### src/rtl/bcd_serial_adder_ctrl_if.sv
// rtl/bcd_serial_adder_ctrl_if.sv - host/adder handshake bundle for the serial BCD adder
interface bcd_serial_adder_ctrl_if #(
  parameter int DIGITS = 4
);
  logic                  start;
  logic [4*DIGITS-1:0]   addend;
  logic [4*DIGITS-1:0]   augend;
  logic                  carry_in;
  logic                  busy;
  logic                  done;
  logic [4*DIGITS-1:0]   sum;
  logic                  carry_out;
  logic                  error;

  // Host side: issues operands, observes status and result
  modport master (
    output start, addend, augend, carry_in,
    input  busy, done, sum, carry_out, error
  );

  // Adder side: consumes operands, produces status and result
  modport slave (
    input  start, addend, augend, carry_in,
    output busy, done, sum, carry_out, error
  );
endinterface

### src/rtl/bcd_serial_adder_ctrl.sv
// rtl/bcd_serial_adder_ctrl.sv - digit-serial packed-BCD adder sequencer (optional BCD_INVALID_CHECK_EN)
module bcd_serial_adder_ctrl #(
  parameter int DIGITS = 4
) (
  input  logic                     clk,
  input  logic                     rst,
  bcd_serial_adder_ctrl_if.slave   bus
);

  localparam int W  = 4 * DIGITS;
  localparam int CW = (DIGITS > 1) ? $clog2(DIGITS) : 1;
  localparam logic [CW-1:0] LAST_CNT = CW'(DIGITS - 1);

  typedef enum logic [1:0] {
    IDLE = 2'd0,
    ADD  = 2'd1,
    DONE = 2'd2
  } state_t;

  state_t          state;
  logic [W-1:0]    a_sh;
  logic [W-1:0]    b_sh;
  logic [W-1:0]    r;
  logic            c;
  logic [CW-1:0]   cnt;
  logic            busy_q;
  logic            done_q;
  logic [W-1:0]    sum_q;
  logic            carry_q;

  logic [4:0]      raw;
  logic [4:0]      adj;
  logic [3:0]      digit;
  logic            c_next;
  logic [W+3:0]    r_cat;

  // Single-digit BCD add step on the current low digits plus the running carry
  always_comb begin
    raw    = {1'b0, a_sh[3:0]} + {1'b0, b_sh[3:0]} + {4'b0000, c};
    adj    = raw + 5'd6;
    digit  = raw[3:0];
    c_next = 1'b0;
    if (raw > 5'd9) begin
      digit  = adj[3:0];
      c_next = 1'b1;
    end
    r_cat  = {digit, r};
  end

  // Sequencer: latch on start, one digit per ADD cycle, publish result in DONE
  always_ff @(posedge clk or posedge rst) begin
    if (rst) begin
      state   <= IDLE;
      a_sh    <= '0;
      b_sh    <= '0;
      r       <= '0;
      c       <= 1'b0;
      cnt     <= '0;
      busy_q  <= 1'b0;
      done_q  <= 1'b0;
      sum_q   <= '0;
      carry_q <= 1'b0;
    end else begin
      done_q <= 1'b0;
      case (state)
        IDLE: begin
          if (bus.start) begin
            a_sh   <= bus.addend;
            b_sh   <= bus.augend;
            c      <= bus.carry_in;
            r      <= '0;
            cnt    <= '0;
            busy_q <= 1'b1;
            state  <= ADD;
          end
        end
        ADD: begin
          // result digits enter at the top so digit 0 ends up in the low nibble
          r    <= r_cat[W+3:4];
          a_sh <= a_sh >> 4;
          b_sh <= b_sh >> 4;
          c    <= c_next;
          cnt  <= cnt + 1'b1;
          if (cnt == LAST_CNT) begin
            state <= DONE;
          end
        end
        DONE: begin
          sum_q   <= r;
          carry_q <= c;
          done_q  <= 1'b1;
          busy_q  <= 1'b0;
          state   <= IDLE;
        end
        default: begin
          state  <= IDLE;
          busy_q <= 1'b0;
        end
      endcase
    end
  end

`ifdef BCD_INVALID_CHECK_EN
  logic bad_flag;
  logic err_q;
  logic digit_bad;

  assign digit_bad = (a_sh[3:0] > 4'd9) || (b_sh[3:0] > 4'd9);

  // Sticky non-BCD digit detector, reported alongside the result
  always_ff @(posedge clk or posedge rst) begin
    if (rst) begin
      bad_flag <= 1'b0;
      err_q    <= 1'b0;
    end else begin
      case (state)
        IDLE: begin
          if (bus.start) begin
            bad_flag <= 1'b0;
          end
        end
        ADD: begin
          if (digit_bad) begin
            bad_flag <= 1'b1;
          end
        end
        DONE: begin
          err_q <= bad_flag;
        end
        default: begin
          bad_flag <= 1'b0;
        end
      endcase
    end
  end

  assign bus.error = err_q;
`else
  assign bus.error = 1'b0;
`endif

  assign bus.busy      = busy_q;
  assign bus.done      = done_q;
  assign bus.sum       = sum_q;
  assign bus.carry_out = carry_q;

endmodule

### src/flat_wrapper.sv
// flat-port wrapper written by rule: the top's interface ports become plain ports
module bcd_serial_adder_ctrl_flat 
#(
  parameter int DIGITS = 4
)
  (clk, rst, bus_start, bus_addend, bus_augend, bus_carry_in, bus_busy, bus_done, bus_sum, bus_carry_out, bus_error);
  bcd_serial_adder_ctrl_if #(.DIGITS(DIGITS)) bus_i ();
  input  logic clk;
  input  logic rst;
  input wire logic [$bits(bus_i.start)-1:0] bus_start;
  input wire logic [$bits(bus_i.addend)-1:0] bus_addend;
  input wire logic [$bits(bus_i.augend)-1:0] bus_augend;
  input wire logic [$bits(bus_i.carry_in)-1:0] bus_carry_in;
  output wire logic [$bits(bus_i.busy)-1:0] bus_busy;
  output wire logic [$bits(bus_i.done)-1:0] bus_done;
  output wire logic [$bits(bus_i.sum)-1:0] bus_sum;
  output wire logic [$bits(bus_i.carry_out)-1:0] bus_carry_out;
  output wire logic [$bits(bus_i.error)-1:0] bus_error;
  assign bus_i.start = bus_start;
  assign bus_i.addend = bus_addend;
  assign bus_i.augend = bus_augend;
  assign bus_i.carry_in = bus_carry_in;
  assign bus_busy = bus_i.busy;
  assign bus_done = bus_i.done;
  assign bus_sum = bus_i.sum;
  assign bus_carry_out = bus_i.carry_out;
  assign bus_error = bus_i.error;
  bcd_serial_adder_ctrl #(.DIGITS(DIGITS)) u_core (.clk(clk), .rst(rst), .bus(bus_i));
endmodule
### config.mk
export PLATFORM = sky130hd
export DESIGN_NAME = bcd_serial_adder_ctrl_flat
export DESIGN_NICKNAME = d
export VERILOG_FILES = /design/src/rtl/bcd_serial_adder_ctrl_if.sv /design/src/rtl/bcd_serial_adder_ctrl.sv /design/src/flat_wrapper.sv
export SDC_FILE = /design/constraint.sdc
export NUM_CORES = 1
export LEC_CHECK = 0
export BUFFER_PORTS_ARGS = -buffer_cell sky130_fd_sc_hd__buf_2
export CELL_PAD_IN_SITES_DETAIL_PLACEMENT = 1
export CELL_PAD_IN_SITES_GLOBAL_PLACEMENT = 1
export CORE_MARGIN = 2
export CORE_UTILIZATION = 38
export CTS_CLUSTER_SIZE = 30
export DETAILED_ROUTE_END_ITERATION = 10
export GPL_TIMING_DRIVEN = 0
export PLACE_DENSITY = 0.77
export SKIP_LAST_GASP = 1
export SLEW_MARGIN = 20
export SYNTH_ARGS = -nofsm -noshare
export SYNTH_HDL_FRONTEND = slang
export SYNTH_SLANG_ARGS = --single-unit
### constraint.sdc
create_clock -name clk -period 3.15 [get_ports clk]
set_input_delay 0.315 -clock clk [delete_from_list [all_inputs] [get_ports clk]]
set_output_delay 0.315 -clock clk [all_outputs]
set_load 0.02 [all_outputs]
# == After elaboration in Yosys (flattened, before gate mapping) ==
# Cells that the tools add are included.
# word_totals
ff_bits,72
inputBits,36
output_inout_bits,20
# op_classes
n_addsub,4
magnitude_cmp,1
n_eq_ne,5
muxes,18
n_bitwise,1
n_reduce_logical,5
# op_table
operator,count
16-bit one-hot mux with 2 select lines,3
16-bit two-way mux,3
2-bit one-hot mux with 2 select lines,2
2-bit two-way mux,3
2-bit AND reduction,3
4-bit by 4-bit adder with 5-bit output,1
5-bit by 1-bit adder with 5-bit output,1
5-bit by 4-bit > comparator with 1-bit output (second input constant),1
4-bit by 3-bit adder with 4-bit output (second input constant),1
2-bit equality test (second input constant),2
1-bit two-way mux,4
4-bit two-way mux,1
1-bit one-hot mux with 2 select lines,2
2-bit by 1-bit adder with 2-bit output (second input constant),1
2-bit by 1-bit equality test with 1-bit output (second input constant),1
2-bit logical NOT,1
2-bit by 1-bit != test with 1-bit output (second input constant),1
2-bit != test (second input constant),1
2-bit nonzero test,1
1-bit inverter,1

# == Depth between registers and ports, before layout ==
# depth
word_depth,5
mapped_depth,8

# == Worst setup path before layout ==
# No wires, ideal clock.
# synth_timing
path_kind,register to register
startpoint,register u_core.c
endpoint,register u_core.r[13]
setup_time_ns,0.132
arrival_ns,2.311
required_time_ns,3.018
path_slack_ns,0.707
stages_incl_launch_ff,9
period_less_slack_ns,2.443
cell_sequence,dfrtp_1 -> fa_1 -> fa_1 -> xnor2_1 -> ha_1 -> nor2b_1 -> a31o_2 -> a222oi_1 -> nand3_1
# synth_between
elab_chain_len,4
word_cells_on_any_way,5
classes_between,2 x add/sub; 1 x order compare; 2 x mux
# synth_rtl
item,line,rtl
"start, declared",bcd_serial_adder_ctrl.sv:24,logic c;
"start signal, assigned",bcd_serial_adder_ctrl.sv:70,c <= bus.carry_in;
"start signal, assigned",bcd_serial_adder_ctrl.sv:82,c <= c_next;
5-bit by 1-bit adder with 5-bit output (*),bcd_serial_adder_ctrl.sv:39,"raw = {1'b0, a_sh[3:0]} + {1'b0, b_sh[3:0]} + {4'b0000, c};"
4-bit by 3-bit adder with 4-bit output or 5-bit by 4-bit > comparator with 1-bit output (tied branches),"bcd_serial_adder_ctrl.sv:40, bcd_serial_adder_ctrl.sv:43",
4-bit two-way mux (*),bcd_serial_adder_ctrl.sv:43,if (raw > 5'd9) begin
16-bit one-hot mux with 2 select lines (*),bcd_serial_adder_ctrl.sv:65,case (state)
"end signal, assigned",bcd_serial_adder_ctrl.sv:79,r <= r_cat[W+3:4];
"end, declared",bcd_serial_adder_ctrl.sv:23,logic [W-1:0] r;
# Every way passes the cells marked *; elsewhere a longest branch is shown, timed or not.
# A chain may end at the register's enable or synchronous reset.

# == Worst setup path after layout ==
# Same ends and word-level chain as after synthesis.

==> qor.txt <==
Status - finished clean
Post-Layout Cell Count - 432
Setup TNS - 0 ps
Final Max Tran Viols - 0
CTS root buf - clkbuf_8
Crit path max-delay cell type - fa_1
Final ANT Viol Nets - 0
Mean Syn Cell Area - 12.3 um2
Internal - 0.00255 W
Comb pwr share - 48.2%
Initial core utilization - 38.8%
Global placement routability congestion - 0.781
Largest family of logic cells by synthesized area - compound AO/OA/AOI/OAI gates
Share of power burned in registers - 36.9%
Synth top area share - 57.4%
Max-slew headroom - 53.5%
Area leader, netlist - dfrtp_1
Final WS setup - 498 ps
Placed Cells - 415
Fin. Hold Viols - 0
Max Root-Sink Buffers - 2
Top cell by count, worst path - fa_1
Top cells by area, synth - dfrtp_1 57%, mux2i_1 7.7%, a22o_1 6.1%
Sw Ratio - 41.3%
Fin util - 46.4%
Setup WS pre-CTS - 486 ps
Final wirelength - 6.99 mm
Simple-Gate Fraction of Synth Area - 6.78%
Critical path endpoint category - flop
Tightest Pin Transition - 694 ps
Flop-to-flop setup slack - 500 ps
GRT Total Usage - 17.3%
Die width - 94.9 um
Slowest Stage Delay on Critical Path - 470 ps
Post-Syn Area - 3140 um2
Finish-stage setup viols - 0
First DRT Iteration DRCs - 70
First-pass GRT wire length - 11.8 mm
Clock Power Share - 14.9%
Ant. Diodes - 0
Post-DP Area - 3570 um2
R2R cell count - 8
Synth Area in XOR/XNOR - 0.279%
RSZ-0062 raised after global routing - no
Inserted Clock Buffers - 9
Htree depth - 3
Final HPWL DP - 5.06 mm
CTS tree - yes
Sequential fraction of the synthesis area - 57.4%
Clk sinks - 72
WP data arrival - 2880 ps
Vias per cell - 5.15
Post-CTS setup buffer count - 0
PwrDens - 1160 nW/um2
Residual DRC - 0
Worst Path Max Fanout - 4
Port bufs - 54
Largest net degree at the start of global routing - 54
Fmax - 377 MHz
Crit path cell chain - fa_1, fa_1, xnor2_1, ha_1, nor2b_1, a31o_2, a222oi_1, nand3_1
Mux cell area share after synthesis - 13.8%
Syn Inst Count - 255
Hold Path Stages - 2
Core footprint - 8090 um2
Antenna violations before repair - 0
NumNets Final - 365
Die ar. - 9000 um2
Syn Nets - 298
Die H - 94.9 um
DR vias - 2226
CP required - 3370 ps
Synth Area in Compound Gates - 15.3%
Leakage power - 1.85 nW
Worst skew pair latency - 350 ps
Layout filler cell count - 914
CP startpoint kind - flop
Layout cell share with drive strength beyond 1 - 31.8%
Final worst-path cycle share - 84.2%
Hold Crit Class - input port to flop
Cell variety after synth - 40
Num rows - 33
Layout area overhead - 19.5%
Total of max-cap violations - 0
GRT Residual Overflow - 0
Adder-cell share of the synthesized area - 3.27%
Fin crit period - 2650 ps
Io pins - 56
Worst-case vdd ir drop - 0.408 mV
Fin area - 3750 um2
Flops & latches, synth - 72
Vias in the first global route - 2367
Drt wl/cell - 16.2 um
Post-CTS resize count - 0
Worst setup path class - flop to flop
Clk_skew - 6.05 ps
Synth Warn # - 0
Switching Power - 0.00180 W
Clock slew at reported path FFs - 80 ps
First-pass DRT Iterations - 4
## placed cells by master, fill, tap and decap left out, types with 2 or more instances in the layout
| cell type | instances |
|---|---|
| dfrtp_1 | 72 |
| buf_2 | 61 |
| nand2_1 | 26 |
| o21ai_0 | 25 |
| mux2i_1 | 24 |
| a22o_1 | 22 |
| mux2_2 | 17 |
| clkbuf_8 | 9 |
| clkbuf_1 | 5 |
| nand2b_1 | 5 |
| ha_1 | 5 |
| nand3_1 | 4 |
| buf_1 | 3 |
| inv_1 | 3 |
| clkinv_2 | 3 |
| nor2b_1 | 2 |
| o21bai_1 | 2 |
| a21o_2 | 2 |
| a31oi_1 | 2 |
| nor2_1 | 2 |
| nand4_1 | 2 |
| a21o_1 | 2 |
| a21oi_1 | 2 |
| fa_1 | 2 |
| clkinvlp_4 | 2 |
## sequential cells by signal (all words and copies together), names as in the netlist
register              cells
u_core.a_sh              16
u_core.b_sh              16
u_core.bus.sum           16
u_core.r                 16
u_core.cnt                2
u_core.state              2
u_core.bus.busy           1
u_core.bus.carry_out      1
u_core.bus.done           1
u_core.c                  1
## routing by layer
metal,routed length (um),track usage [%]
met4,48,2.90
met5,0,0
met3,362,5.59
met1,3060,21.6
met2,3510,29.7
## metrics by stage
| stage | power (W) | hold WS (ps) |
|---|---|---|
| floorplan | 0.00315 | 448 |
| detailed placement | 0.00374 | 292 |
| CTS | 0.00440 | 162 |
| global route | 0.00472 | 167 |
| finish | 0.00435 | 176 |
| global placement | 0.00362 | 461 |
## Yosys cell counts, drive strengths merged
cell	count
and2	1
nand2b	5
a31o	1
o211ai	1
dfrtp	72
a21oi	2
a311o	1
a2111oi	1
nand3	4
buf	12
a22o	22
nand2	26
o31ai	1
a2111o	1
fa	2
nor3b	1
o21bai	2
ha	5
a222oi	1
nor2	2
nand4	2
or3	1
xnor2	1
and3	1
mux2	17
a22oi	1
o21ai	26
a21bo	1
mux2i	24
clkbuf	5
inv	4
a31oi	2
a21o	4
conb	1
nor2b	2
## area by class of cell
cell class                 instances  area [um2]  area share [%]
clock inverter                     7        47.5            1.27
clock buffer                       9         124            3.30
timing repair buffer              56         308            8.20
buffer                            17        83.8            2.23
tap                              105         131            3.50
inverter                           4        17.5           0.467
multi-input combinational        162        1240            33.0
sequential                        72        1800            48.0
## cells by family (layout without fill, tap and decap cells)
group / after synthesis / count (layout)
flip-flops: 72 / 72
AO/OA/AOI/OAI: 67 / 67
AND/OR/NAND/NOR: 45 / 45
multiplexers: 41 / 41
buffers and inverters: 21 / 93
adder cells (fa/ha/maj): 7 / 7
other: 1 / 1
XOR/XNOR: 1 / 1
## power by group through the flow
stage | Clock [W] | Combinational (W) | Sequential (W)
final | 0.000649 | 0.00210 | 0.00160
after global routing | 0.000713 | 0.00235 | 0.00166
after CTS | 0.000668 | 0.00212 | 0.00161
after detailed placement | 0 | 0.00212 | 0.00163
after global placement | 0 | 0.00202 | 0.00160
after floorplan | 0 | 0.00146 | 0.00169
## repair_timing
item	4_1_cts	5_1_grt
endpoints found under the setup margin	0	0
hold endpoints to repair	19	0
hold buffers	1	0
## final timing paths
check | endpoint | start
max | u_core.r[13] | u_core.c
min | u_core.a_sh[12] | bus_addend[12]
max reg2reg | u_core.r[13] | u_core.c
min reg2reg | u_core.bus.busy | u_core.bus.busy
max in group asynchronous | u_core.a_sh[2] | rst
min in group asynchronous | u_core.bus.sum[9] | rst
## critical path, delay by kind of cell (launching register included)
kind / cells / cell delay, ps
xor gates and xnor gates: 1 / 190
DFF: 1 / 430
and+or+nand+nor: 2 / 260
adders and majority gates: 3 / 1160
AOI/OAI and AO/OA: 2 / 470
Note: power is estimated with default switching activity, not from simulation.
